$ cat config.mk
export PLATFORM = sky130hd
export DESIGN_NAME = conv_sequencer
export DESIGN_NICKNAME = d
export VERILOG_FILES = /design/src/rtl/conv_pkg.sv /design/src/rtl/conv_seq_addr_gen.sv /design/src/rtl/conv_sequencer.sv
export SDC_FILE = /design/constraint.sdc
export NUM_CORES = 1
export LEC_CHECK = 0
export CAP_MARGIN = 0
export CELL_PAD_IN_SITES_DETAIL_PLACEMENT = 1
export CELL_PAD_IN_SITES_GLOBAL_PLACEMENT = 1
export CORE_MARGIN = 2
export CORE_UTILIZATION = 40
export CTS_CLUSTER_DIAMETER = 50
export CTS_CLUSTER_SIZE = 12
export DETAILED_ROUTE_END_ITERATION = 8
export GPL_ROUTABILITY_DRIVEN = 0
export PLACE_DENSITY = 0.79
export SYNTH_ARGS = -nofsm -noshare
export SYNTH_HDL_FRONTEND = slang
export SYNTH_HIERARCHICAL = 1
export SYNTH_SLANG_ARGS = --single-unit
$ cat constraint.sdc
create_clock -name clk -period 2.6 [get_ports clk]
set_input_delay 0.52 -clock clk [delete_from_list [all_inputs] [get_ports clk]]
set_output_delay 0.52 -clock clk [all_outputs]
set_load 0.02 [all_outputs]
$ cat src/rtl/conv_pkg.sv
// Shared definitions for the convolution sequencer and its datapath testbenches.
package conv_pkg;

  typedef enum logic [2:0] {
    LOAD  = 3'd0,
    CLR   = 3'd1,
    MAC   = 3'd2,
    DRAIN = 3'd3,
    OUT   = 3'd4
  } conv_state_t;

endpackage

$ cat src/rtl/conv_seq_addr_gen.sv
// Tap and output-position counters that turn the sequencer state into
// x memory / coefficient ROM read addresses.
module conv_seq_addr_gen
  import conv_pkg::*;
#(
  parameter int LENX  = 64,
  parameter int LENF  = 33,
  parameter int ADDRX = 6,
  parameter int ADDRF = 6
) (
  input  logic              clk,
  input  logic              reset,
  input  conv_state_t       i_state,
  input  logic [ADDRX-1:0]  i_wr_cnt,
  input  logic              i_tap_step,
  input  logic              i_out_next,
  input  logic              i_out_restart,
  output logic [ADDRX-1:0]  o_mem_addr_x,
  output logic [ADDRF-1:0]  o_rom_addr_f,
  output logic              o_last_tap,
  output logic              o_last_out
);

  localparam logic [ADDRF-1:0] LAST_TAP = ADDRF'(LENF - 1);
  localparam logic [ADDRX-1:0] LAST_OUT = ADDRX'(LENX - LENF);

  logic [ADDRF-1:0] r_tap;
  logic [ADDRX-1:0] r_out_idx;
  logic [ADDRX-1:0] w_rd_addr;

  // tap holds at LENF-1 after MAC so addresses stay frozen through DRAIN and OUT
  always_ff @(posedge clk or negedge reset) begin
    if (!reset) begin
      r_tap     <= {ADDRF{1'b0}};
      r_out_idx <= {ADDRX{1'b0}};
    end else if (i_out_restart) begin
      r_tap     <= {ADDRF{1'b0}};
      r_out_idx <= {ADDRX{1'b0}};
    end else if (i_out_next) begin
      r_tap     <= {ADDRF{1'b0}};
      r_out_idx <= r_out_idx + ADDRX'(1);
    end else if (i_tap_step) begin
      r_tap     <= r_tap + ADDRF'(1);
      r_out_idx <= r_out_idx;
    end else begin
      r_tap     <= r_tap;
      r_out_idx <= r_out_idx;
    end
  end

  assign w_rd_addr  = r_out_idx + ADDRX'(r_tap);
  assign o_last_tap = (r_tap == LAST_TAP);
  assign o_last_out = (r_out_idx == LAST_OUT);

  // Address mux: write counter during LOAD, ROM address parked at 0 until MAC
  always_comb begin
    o_mem_addr_x = w_rd_addr;
    o_rom_addr_f = r_tap;
    case (i_state)
      LOAD: begin
        o_mem_addr_x = i_wr_cnt;
        o_rom_addr_f = {ADDRF{1'b0}};
      end
      CLR: begin
        o_mem_addr_x = w_rd_addr;
        o_rom_addr_f = {ADDRF{1'b0}};
      end
      default: begin
        o_mem_addr_x = w_rd_addr;
        o_rom_addr_f = r_tap;
      end
    endcase
  end

endmodule

$ cat src/rtl/conv_sequencer.sv
// Control FSM for the single-MAC convolution datapath: loads a vector, then
// sequences clear / multiply-accumulate / drain / output for each position.
module conv_sequencer
  import conv_pkg::*;
#(
  parameter int LENX  = 64,
  parameter int LENF  = 33,
  parameter int ADDRX = 6,
  parameter int ADDRF = 6
) (
  input  logic              clk,
  input  logic              reset,
  input  logic              s_valid_x,
  output logic              s_ready_x,
  output logic              mem_wr_en,
  output logic [ADDRX-1:0]  mem_addr_x,
  output logic [ADDRF-1:0]  rom_addr_f,
  output logic              acc_clr,
  output logic              acc_en,
  output logic              m_valid_y,
  input  logic              m_ready_y,
  output logic              busy
);

  localparam logic [ADDRX-1:0] LAST_WR = ADDRX'(LENX - 1);

  conv_state_t      r_state;
  conv_state_t      w_next_state;
  logic             r_started;
  logic [ADDRX-1:0] r_wr_cnt;
  logic             r_acc_en;
  logic             w_load_hs;
  logic             w_load_last;
  logic             w_accept;
  logic             w_last_tap;
  logic             w_last_out;

  assign s_ready_x   = (r_state == LOAD) & r_started;
  assign w_load_hs   = s_valid_x & s_ready_x;
  assign w_load_last = w_load_hs & (r_wr_cnt == LAST_WR);
  assign w_accept    = (r_state == OUT) & m_ready_y;

  assign mem_wr_en = w_load_hs;
  assign acc_clr   = (r_state == CLR);
  assign acc_en    = r_acc_en;
  assign m_valid_y = (r_state == OUT);
  assign busy      = (r_state != LOAD);

  // State register plus the started gate that keeps s_ready_x low in the release cycle
  always_ff @(posedge clk or negedge reset) begin
    if (!reset) begin
      r_state   <= LOAD;
      r_started <= 1'b0;
    end else begin
      r_state   <= w_next_state;
      r_started <= 1'b1;
    end
  end

  // Next-state decode
  always_comb begin
    w_next_state = r_state;
    case (r_state)
      LOAD: begin
        if (w_load_last) w_next_state = CLR;
        else             w_next_state = LOAD;
      end
      CLR:   w_next_state = MAC;
      MAC: begin
        if (w_last_tap) w_next_state = DRAIN;
        else            w_next_state = MAC;
      end
      DRAIN: w_next_state = OUT;
      OUT: begin
        if (m_ready_y && w_last_out) w_next_state = LOAD;
        else if (m_ready_y)          w_next_state = CLR;
        else                         w_next_state = OUT;
      end
      default: w_next_state = LOAD;
    endcase
  end

  // Write counter for the sample load
  always_ff @(posedge clk or negedge reset) begin
    if (!reset) begin
      r_wr_cnt <= {ADDRX{1'b0}};
    end else if (w_load_last) begin
      r_wr_cnt <= {ADDRX{1'b0}};
    end else if (w_load_hs) begin
      r_wr_cnt <= r_wr_cnt + ADDRX'(1);
    end else begin
      r_wr_cnt <= r_wr_cnt;
    end
  end

  // acc_en trails the MAC address by one cycle to match the memory read latency
  always_ff @(posedge clk or negedge reset) begin
    if (!reset) r_acc_en <= 1'b0;
    else        r_acc_en <= (r_state == MAC);
  end

  conv_seq_addr_gen #(
    .LENX  (LENX),
    .LENF  (LENF),
    .ADDRX (ADDRX),
    .ADDRF (ADDRF)
  ) u_addr_gen (
    .clk           (clk),
    .reset         (reset),
    .i_state       (r_state),
    .i_wr_cnt      (r_wr_cnt),
    .i_tap_step    ((r_state == MAC) & ~w_last_tap),
    .i_out_next    (w_accept & ~w_last_out),
    .i_out_restart (w_load_last | (w_accept & w_last_out)),
    .o_mem_addr_x  (mem_addr_x),
    .o_rom_addr_f  (rom_addr_f),
    .o_last_tap    (w_last_tap),
    .o_last_out    (w_last_out)
  );

endmodule

After elaboration in Yosys (flattened, before gate mapping)
Cells that the tools add are included.
{ "word_totals": {"reg_bits": 23, "word_cells": 48, "output_inout_bits": 18, "in_bits": 4} }
{ "classes": {"muxes": 14, "n_bitwise": 10, "n_reduce_logical": 7, "addsub": 4, "n_eq_ne": 7} }
{ "op_table": {"columns": ["operator", "count"], "rows": [
  ["6-bit two-way mux", 9],
  ["6-bit by 1-bit adder with 6-bit output (second input constant)", 3],
  ["3-bit case mux with 5 select lines", 1],
  ["6-bit equality test (second input constant)", 2],
  ["1-bit bitwise AND", 7],
  ["6-bit adder", 1],
  ["3-bit by 2-bit equality test with 1-bit output (second input constant)", 2],
  ["6-bit by 5-bit equality test with 1-bit output (second input constant)", 1],
  ["3-bit two-way mux", 2],
  ["3-bit nonzero test", 2],
  ["2-bit nonzero test", 2],
  ["3-bit by 1-bit equality test with 1-bit output (second input constant)", 1],
  ["3-bit equality test (second input constant)", 1],
  ["3-bit logical NOT", 1],
  ["1-bit two-way mux", 2],
  ["1-bit NOT", 2],
  ["2-bit OR reduction", 1],
  ["1-bit logical AND", 1],
  ["1-bit OR", 1]
]} }

Longest topological paths before layout
Gate-level depths: netlist of run 1.
{ "logic_depth": {"ltp_word": 6, "depth_mapped": 8, "depth_no_buf": 8} }

Modules after synthesis
Netlist of run 1, hierarchy kept.
{ "by_module_without_submodules": {"columns": ["module", "area_per_inst_um2", "n_inst", "cells_per_inst"], "rows": [
  ["conv_seq_addr_gen", 895.9, 1, 104],
  ["conv_sequencer", 580.6, 1, 57]
]} }

Worst setup path before layout of run 1
Ideal clock, no wire load.
{ "synth_path": {"kind": "reg2reg", "from": "reg r_state[1]", "to": "reg u_addr_gen.r_out_idx[5]", "t_arrival_ps": 2270, "stages_incl_launch_ff": 8, "setup_slack_ps": 249, "n_path_buf": 1, "period_less_slack_ps": 2351, "t_required_ps": 2519, "path_cell_list": "dfrtp_1 buf_2 nor3b_1 nand2_1 nor2_1 nand4_1 or3_1 a21oi_1"} }
{ "synth_via": {"elab_cells_between_ends": 11, "cone_classes": "eq/ne: 1; mux: 1; bitwise: 7; reduce/logical: 2"} }
{ "synth_lines": {"columns": ["element", "line_no", "rtl"], "rows": [
  ["start, declared", "conv_sequencer.sv:27", "conv_state_t r_state;"],
  ["start signal, assigned", "conv_sequencer.sv:55", "r_state <= w_next_state;"],
  ["3-bit equality test *", null, null],
  ["net m_valid_y", "conv_sequencer.sv:20", "output logic m_valid_y,"],
  ["1-bit bitwise AND *", "conv_sequencer.sv:41", "assign w_accept = (r_state == OUT) & m_ready_y;"],
  ["1-bit bitwise AND", "conv_sequencer.sv:114", ".i_out_restart (w_load_last | (w_accept & w_last_out)),"],
  ["1-bit OR", "conv_sequencer.sv:114", null],
  ["6-bit two-way mux / 2-bit nonzero test (equally long branches)", null, null],
  ["end signal, assigned", "conv_seq_addr_gen.sv:35", "r_out_idx <= {ADDRX{1'b0}};"],
  ["end signal, assigned", "conv_seq_addr_gen.sv:38", "r_out_idx <= {ADDRX{1'b0}};"],
  ["end signal, assigned", "conv_seq_addr_gen.sv:41", "r_out_idx <= r_out_idx + ADDRX'(1);"],
  ["end, declared", "conv_seq_addr_gen.sv:28", "logic [ADDRX-1:0] r_out_idx;"]
]} }
Mark *: on every way through the listed nets, which the timed path passes. The rest lies on a longest branch.
A chain may end at the register's enable or synchronous reset.

Worst setup path after layout of run 1
{ "layout_path": {"from": "reg u_addr_gen.r_out_idx[4]", "to": "out mem_addr_x[5]"} }
{ "layout_via": {"elab_chain_cells": 2} }
{ "layout_lines": {"columns": ["element", "line_no", "rtl"], "rows": [
  ["6-bit adder", "conv_seq_addr_gen.sv:51", "assign w_rd_addr = r_out_idx + ADDRX'(r_tap);"],
  ["6-bit two-way mux", "conv_seq_addr_gen.sv:59", "case (i_state)"],
  ["end, declared", "conv_sequencer.sv:16", "output logic [ADDRX-1:0] mem_addr_x,"]
]} }
No other way between the ends.

==> flow_metrics.env, run 1 <==
export IMPL_pre_cts_slack_ps=-91.5
export IMPL_p_switching_mw=1.08
export IMPL_worst_slew_pin_slew_ps=560
export IMPL_outcome="complete, no violations"
export IMPL_cts_sinks=23
export IMPL_peakVddDrop_mv=0.357
export IMPL_syn_inst=161
export IMPL_setup_viol_count_final=0
export IMPL_clock_skew_ps=1.37
export IMPL_p_seq_frac=0.264
export IMPL_startpoint_type="flop"
export IMPL_clk_latency_ps=260
export IMPL_wl_per_cell_um=18.0
export IMPL_regArea_sq_um=576
export IMPL_dieArea_sq_um=4190
export IMPL_numPortBuffers=21
export IMPL_post_route_period_util=0.978
export IMPL_multi_input_area_sq_um=868
export IMPL_drive_gt1_frac=0.189
export IMPL_grt_pass1_wl_um=6840
export IMPL_slowest_stage="dfrtp_1"
export IMPL_synth_seq_area_share=0.390
export IMPL_initial_utilization=0.409
export IMPL_worstSetupPathType="flop to primary output"
export IMPL_synth_largest_area_cell="dfrtp_1"
export IMPL_cts_made_buffers=3
export IMPL_rows=22
export IMPL_wirelength_um=4570
export IMPL_yosys_cell_types_count=45
export IMPL_syn_area_sq_um=1480
export IMPL_overflow=0
export IMPL_tns_ps=0
export IMPL_yosysTopAreaCellShare=0.390
export IMPL_min_delay_path_class="flop to flop"
export IMPL_slew_headroom=0.623
export IMPL_worstPathArrival_ps=2020
export IMPL_fin_crit_ps=2540
export IMPL_n_fill_cell=423
export IMPL_io_pins=22
export IMPL_grt_usage=0.217
export IMPL_synth_warnings=6
export IMPL_fmax_mhz=393
export IMPL_worstPathMaxFanout=4
export IMPL_core_area_sq_um=3610
export IMPL_postRouteAntennaNets=0
export IMPL_syn2layout_area_growth_pct=33.6
export IMPL_cts_reportedPaths_clkPinSlew_ps=80
export IMPL_place_hpwl_um=3310
export IMPL_final_setup_worst_slack_ps=56.7
export IMPL_cpPeakStageDelay_ps=460
export IMPL_syn_area_per_cell_sq_um=9.17
export IMPL_synth_seq_cells=23
export IMPL_drc=0
export IMPL_cp_required_ps=2080
export IMPL_via_count=1397
export IMPL_cp_num_buf_inv=1
export IMPL_power_internal_mw=1.27
export IMPL_pwr_density_cell_nw_per_um2=1190
export IMPL_p_comb_frac=0.640
export IMPL_fin_nets=221
export IMPL_drt_pass1_iterations=4
export IMPL_antenna_found_initial=0
export IMPL_clockBufferDepth=2
export IMPL_root_buffer="clkbuf_8"
export IMPL_path_delay_family="flip-flops"
export IMPL_swShare=0.461
export IMPL_dieHeight_um=64.8
export IMPL_yosys_top_cells_area="dfrtp_1, ha_1, xor2_1"
export IMPL_diodes=0
export IMPL_power_share_clock=0.096
export IMPL_cap_viol_max_count=0
export IMPL_cts_tree="yes"
export IMPL_syn_nets=175
export IMPL_avgViaCountPerCell=5.50
export IMPL_ctsHtreeMaxLevel=1
export IMPL_drtIter0Drc=67
export IMPL_path_cells="ha_4 > and2_1 > nand3_1 > a211o_1 > nand3_1 > clkdlybuf4s15_2"
export IMPL_dieWidth_um=64.8
export IMPL_grt_pass1_vias=1413
export IMPL_p_leak_nw=0.908
export IMPL_hold_viol=0
export IMPL_slew_viol_final=0
export IMPL_reg2reg_slack_ps=290
export IMPL_grt_max_degree=24
export IMPL_end_kind="primary output"
export IMPL_cpMostUsedCell="nand3_1"
## worst paths after layout
check                                         from                  end  depth (start not counted)
setup / recovery           u_addr_gen/r_out_idx[4]        mem_addr_x[5]                          6
hold / removal                         r_wr_cnt[5]          r_wr_cnt[5]                          1
setup reg to reg               u_addr_gen/r_tap[0]  u_addr_gen/r_tap[5]                         10
hold reg to reg                        r_wr_cnt[5]          r_wr_cnt[5]                          1
max in group asynchronous                    reset  u_addr_gen/r_tap[4]                          2
min in group asynchronous                    reset  u_addr_gen/r_tap[0]                          2
## power groups by stage
stage / logic, mW / registers (mW) / clock network [mW]
after floorplan: 0.802 / 0.623 / 0
after global placement: 1.41 / 0.600 / 0
after detailed placement: 1.47 / 0.612 / 0
after CTS: 1.45 / 0.606 / 0.233
after global routing: 1.61 / 0.636 / 0.253
final: 1.50 / 0.621 / 0.225
## logic make-up (layout without fill, tap and decap cells)
family                     count (synthesis)  count (layout)  share of synthesized area
and+or+nand+nor                           73              73                      0.275
AOI/OAI and AO/OA                         24              24                      0.102
DFF                                       23              23                      0.390
buffers and inverters                     14              59                     0.0424
xor gates and xnor gates                  13              13                     0.0771
adders and majority gates                 10              10                     0.0898
muxes                                      3               3                     0.0212
other                                      1               1                    0.00254
## final cells by class
cell class / instances / share of cell area
Timing Repair Buffer: 44 / 0.193
Multi-Input combinational cell: 124 / 0.440
Inverter: 11 / 0.0216
Sequential cell: 23 / 0.292
Clock buffer: 4 / 0.0228
Tap cell: 48 / 0.0305
## cells in the mapped netlist (all sizes together)
master,count
or2,2
xnor2,4
mux2i,2
a211o,1
clkbuf,1
ha,9
clkinv,1
a311o,1
dfrtp,23
a31oi,2
nand2,15
inv,10
a221oi,1
o21ai,7
nor4,1
o21bai,1
and2,1
and3,2
conb,1
a21o,2
o2111ai,1
nor2,17
nand3,8
nand4,7
or3,4
nor4b,2
nor3,3
buf,2
fa,1
and4,1
a21oi,6
mux2,1
o211ai,1
nor2b,6
nor4bb,1
o22ai,1
xor2,9
nor3b,3
## placed cells by master, fill, tap and decap left out, types with 6 or more instances in the layout
master,netlist,final
a21oi_1,6,6
buf_4,0,24
clkdlybuf4s50_1,0,15
dfrtp_1,23,23
ha_1,9,7
inv_1,10,10
nand2_1,14,14
nand3_1,8,8
nand4_1,6,6
nor2_1,17,17
nor2b_1,6,6
xor2_1,9,9
## worst register-to-register path, cell delays in order (launching register included)
cell	delay (ps)
dfrtp_1	370
buf_4	110
buf_4	120
inv_1	60
ha_1	230
nand2_1	80
nor4_1	70
nor2b_1	450
nand4_2	210
or3_1	380
a21oi_1	140
## routing by layer
layer,share of wire,global-route usage,wire length (um)
met1,0.43,0.272,1970
met2,0.51,0.367,2350
met3,0.036,0.0382,166
met4,0.018,0.0878,82
met5,0,0,0
## metrics by stage
stage / utilization / instances / hold slack [ps] / power [mW] / area (sq um)
global route: 0.547 / 254 / 612 / 2.50 / 1970
global placement: 0.523 / 248 / 560 / 2.01 / 1880
finish: 0.547 / 254 / 595 / 2.35 / 1970
detailed placement: 0.523 / 248 / 564 / 2.09 / 1880
floorplan: - / 161 / 224 / 1.42 / 1480
CTS: 0.536 / 252 / 577 / 2.29 / 1930
## state kept, by name (all words and copies together), names as in the netlist
register	cells
r_wr_cnt	6
u_addr_gen/r_out_idx	6
r_started	1
u_addr_gen/r_tap	6
acc_en	1
r_state	3
## timing repair
item,CTS,global route
hold buffers,0,0
resized for setup,12,6
setup endpoints to repair,5,4
setup buffers,0,2
gates cloned,0,0
No activity file was read; power rests on OpenSTA's default activity.
==> inputs of run 2 (changes only) <==
--- a/config.mk
+++ b/config.mk
@@ -13,8 +13,10 @@
 export CTS_CLUSTER_DIAMETER = 50
 export CTS_CLUSTER_SIZE = 12
 export DETAILED_ROUTE_END_ITERATION = 8
+export DONT_BUFFER_PORTS = 1
 export GPL_ROUTABILITY_DRIVEN = 0
-export PLACE_DENSITY = 0.79
+export PLACE_DENSITY = 0.69
+export SETUP_SLACK_MARGIN = 0.02
 export SYNTH_ARGS = -nofsm -noshare
 export SYNTH_HDL_FRONTEND = slang
 export SYNTH_HIERARCHICAL = 1
==> flow_metrics.env, run 2 (same netlist as run 1, synthesis figures left out) <==
export IMPL_setup_viol_count_final=0
export IMPL_post_route_period_util=0.995
export IMPL_dieHeight_um=64.8
export IMPL_path_cells="ha_1 > inv_1 > fa_2 > nor2b_1 > o21ai_1 > nor4b_1 > nor3_2"
export IMPL_drc=0
export IMPL_fmax_mhz=387
export IMPL_worstPathMaxFanout=3
export IMPL_hold_viol=0
export IMPL_syn2layout_area_growth_pct=12.9
export IMPL_place_hpwl_um=2790
export IMPL_n_fill_cell=433
export IMPL_antenna_found_initial=0
export IMPL_pre_cts_slack_ps=244
export IMPL_utilization=0.462
export IMPL_cts_sinks=23
export IMPL_final_common_cell="dfrtp_1"
export IMPL_top_regs="r_wr_cnt: 6 flops, u_addr_gen/r_out_idx: 6 flops, u_addr_gen/r_tap: 6 flops"
export IMPL_worst_slew_pin_slew_ps=707
export IMPL_p_switching_mw=0.982
export IMPL_power_internal_mw=0.990
export IMPL_wl_per_cell_um=17.4
export IMPL_regArea_sq_um=578
export IMPL_rows=22
export IMPL_multi_input_area_sq_um=852
export IMPL_cap_viol_max_count=0
export IMPL_cts_reportedPaths_clkPinSlew_ps=90
export IMPL_min_delay_path_class="primary input to async pin"
export IMPL_clock_skew_ps=4.19
export IMPL_cp_num_buf_inv=1
export IMPL_reg2reg_slack_ps=450
export IMPL_grt_max_degree=24
export IMPL_cpPeakStageDelay_ps=400
export IMPL_via_count=1206
export IMPL_startpoint_type="flop"
export IMPL_dpl_instance_area_sq_um=1550
export IMPL_numPortBuffers=0
export IMPL_rsz0062_at_grt="yes"
export IMPL_drtIter0Drc=68
export IMPL_dieWidth_um=64.8
export IMPL_initial_utilization=0.409
export IMPL_final_setup_worst_slack_ps=13.6
export IMPL_slew_headroom=0.528
export IMPL_overflow=0
export IMPL_power_share_clock=0.117
export IMPL_grt_usage=0.196
export IMPL_clockBufferDepth=2
export IMPL_ctsHtreeMaxLevel=1
export IMPL_final_cell_area_sq_um=1670
export IMPL_drive_gt1_frac=0.145
export IMPL_outcome="complete, no violations"
export IMPL_grt_pass1_wl_um=6280
export IMPL_io_pins=22
export IMPL_p_leak_nw=0.756
export IMPL_diodes=0
export IMPL_core_area_sq_um=3610
export IMPL_drt_pass1_iterations=4
export IMPL_cts_tree="yes"
export IMPL_clk_latency_ps=270
export IMPL_pwr_density_cell_nw_per_um2=1180
export IMPL_worstPathArrival_ps=2070
export IMPL_path_delay_family="simple AND/OR/NAND/NOR gates"
export IMPL_slowest_stage="dfrtp_2"
export IMPL_wirelength_um=3830
export IMPL_cp_required_ps=2080
export IMPL_swShare=0.498
export IMPL_postRouteAntennaNets=0
export IMPL_tns_ps=0
export IMPL_fin_crit_ps=2590
export IMPL_avgViaCountPerCell=5.48
export IMPL_p_comb_frac=0.539
export IMPL_cts_made_buffers=3
export IMPL_slew_viol_final=0
export IMPL_root_buffer="clkbuf_8"
export IMPL_fin_nets=187
export IMPL_grt_pass1_vias=1263
export IMPL_final_cell_mix="dfrtp_1, nor2_1, nand2_1"
export IMPL_dieArea_sq_um=4190
export IMPL_worstSetupPathType="flop to primary output"
export IMPL_end_kind="primary output"
export IMPL_peakVddDrop_mv=0.469
export IMPL_p_seq_frac=0.344
export IMPL_p_total_mw=1.97
[run 2: changes by cell type in the layout (fill, tap and decap cells not counted), sizes merged]
cell,change
clkdlybuf4s50,-15
dlymetal6s2s,-1
buf,-14
clkbuf,-1
clkinv,+1
dlygate4sd2,-3
clkdlybuf4s15,-1
[run 2: power by group through the flow]
stage,logic [mW],clock network [mW],registers (mW)
2_1_floorplan,0.802,0,0.623
3_3_place_gp,0.932,0,0.686
3_5_place_dp,0.964,0,0.701
4_1_cts,0.995,0.238,0.692
5_1_grt,1.18,0.251,0.703
6_report,1.06,0.231,0.677
[run 2: cell type report]
cell class,instances,share of cell area
Sequential cell,23,0.347
Clock buffer,3,0.0248
Timing Repair Buffer,10,0.0526
Clock inverter,1,0.00300
Multi-Input combinational cell,124,0.511
Tap cell,48,0.0360
Inverter,11,0.0255
[run 2: worst paths after layout]
path                                          start                 endpoint  depth (start not counted)
min in group clk                          m_ready_y               r_state[2]                          1
worst min register to register          r_wr_cnt[2]              r_wr_cnt[2]                          1
worst min-delay path                          reset      u_addr_gen/r_tap[1]                          1
worst max register to register           r_state[2]  u_addr_gen/r_out_idx[5]                          6
worst max-delay path            u_addr_gen/r_tap[0]            mem_addr_x[4]                          7
max in group asynchronous                     reset      u_addr_gen/r_tap[0]                          1
[run 2: repair_timing]
item                       in CTS  in global routing
hold endpoints to repair       23                  0
pin swaps                       1                  1
buffers inserted                0                  4
gates resized for setup         2                  3
setup endpoints to repair       2                  3
hold buffers                    1                  0
[run 2: through the flow]
step / instances / hold slack [ps]
after floorplan: 161 / 224
after global placement: 211 / 225
after detailed placement: 211 / 225
after CTS: 216 / 51.4
after global routing: 220 / 51.0
final: 220 / 54.1
[run 2: layer usage]
layer,up-vias,track usage,part of all wire
met3,6,0.0399,0.045
met4,0,0.0771,0.015
met2,23,0.341,0.50
met5,-,0,0
met1,593,0.235,0.44
li1,584,-,-
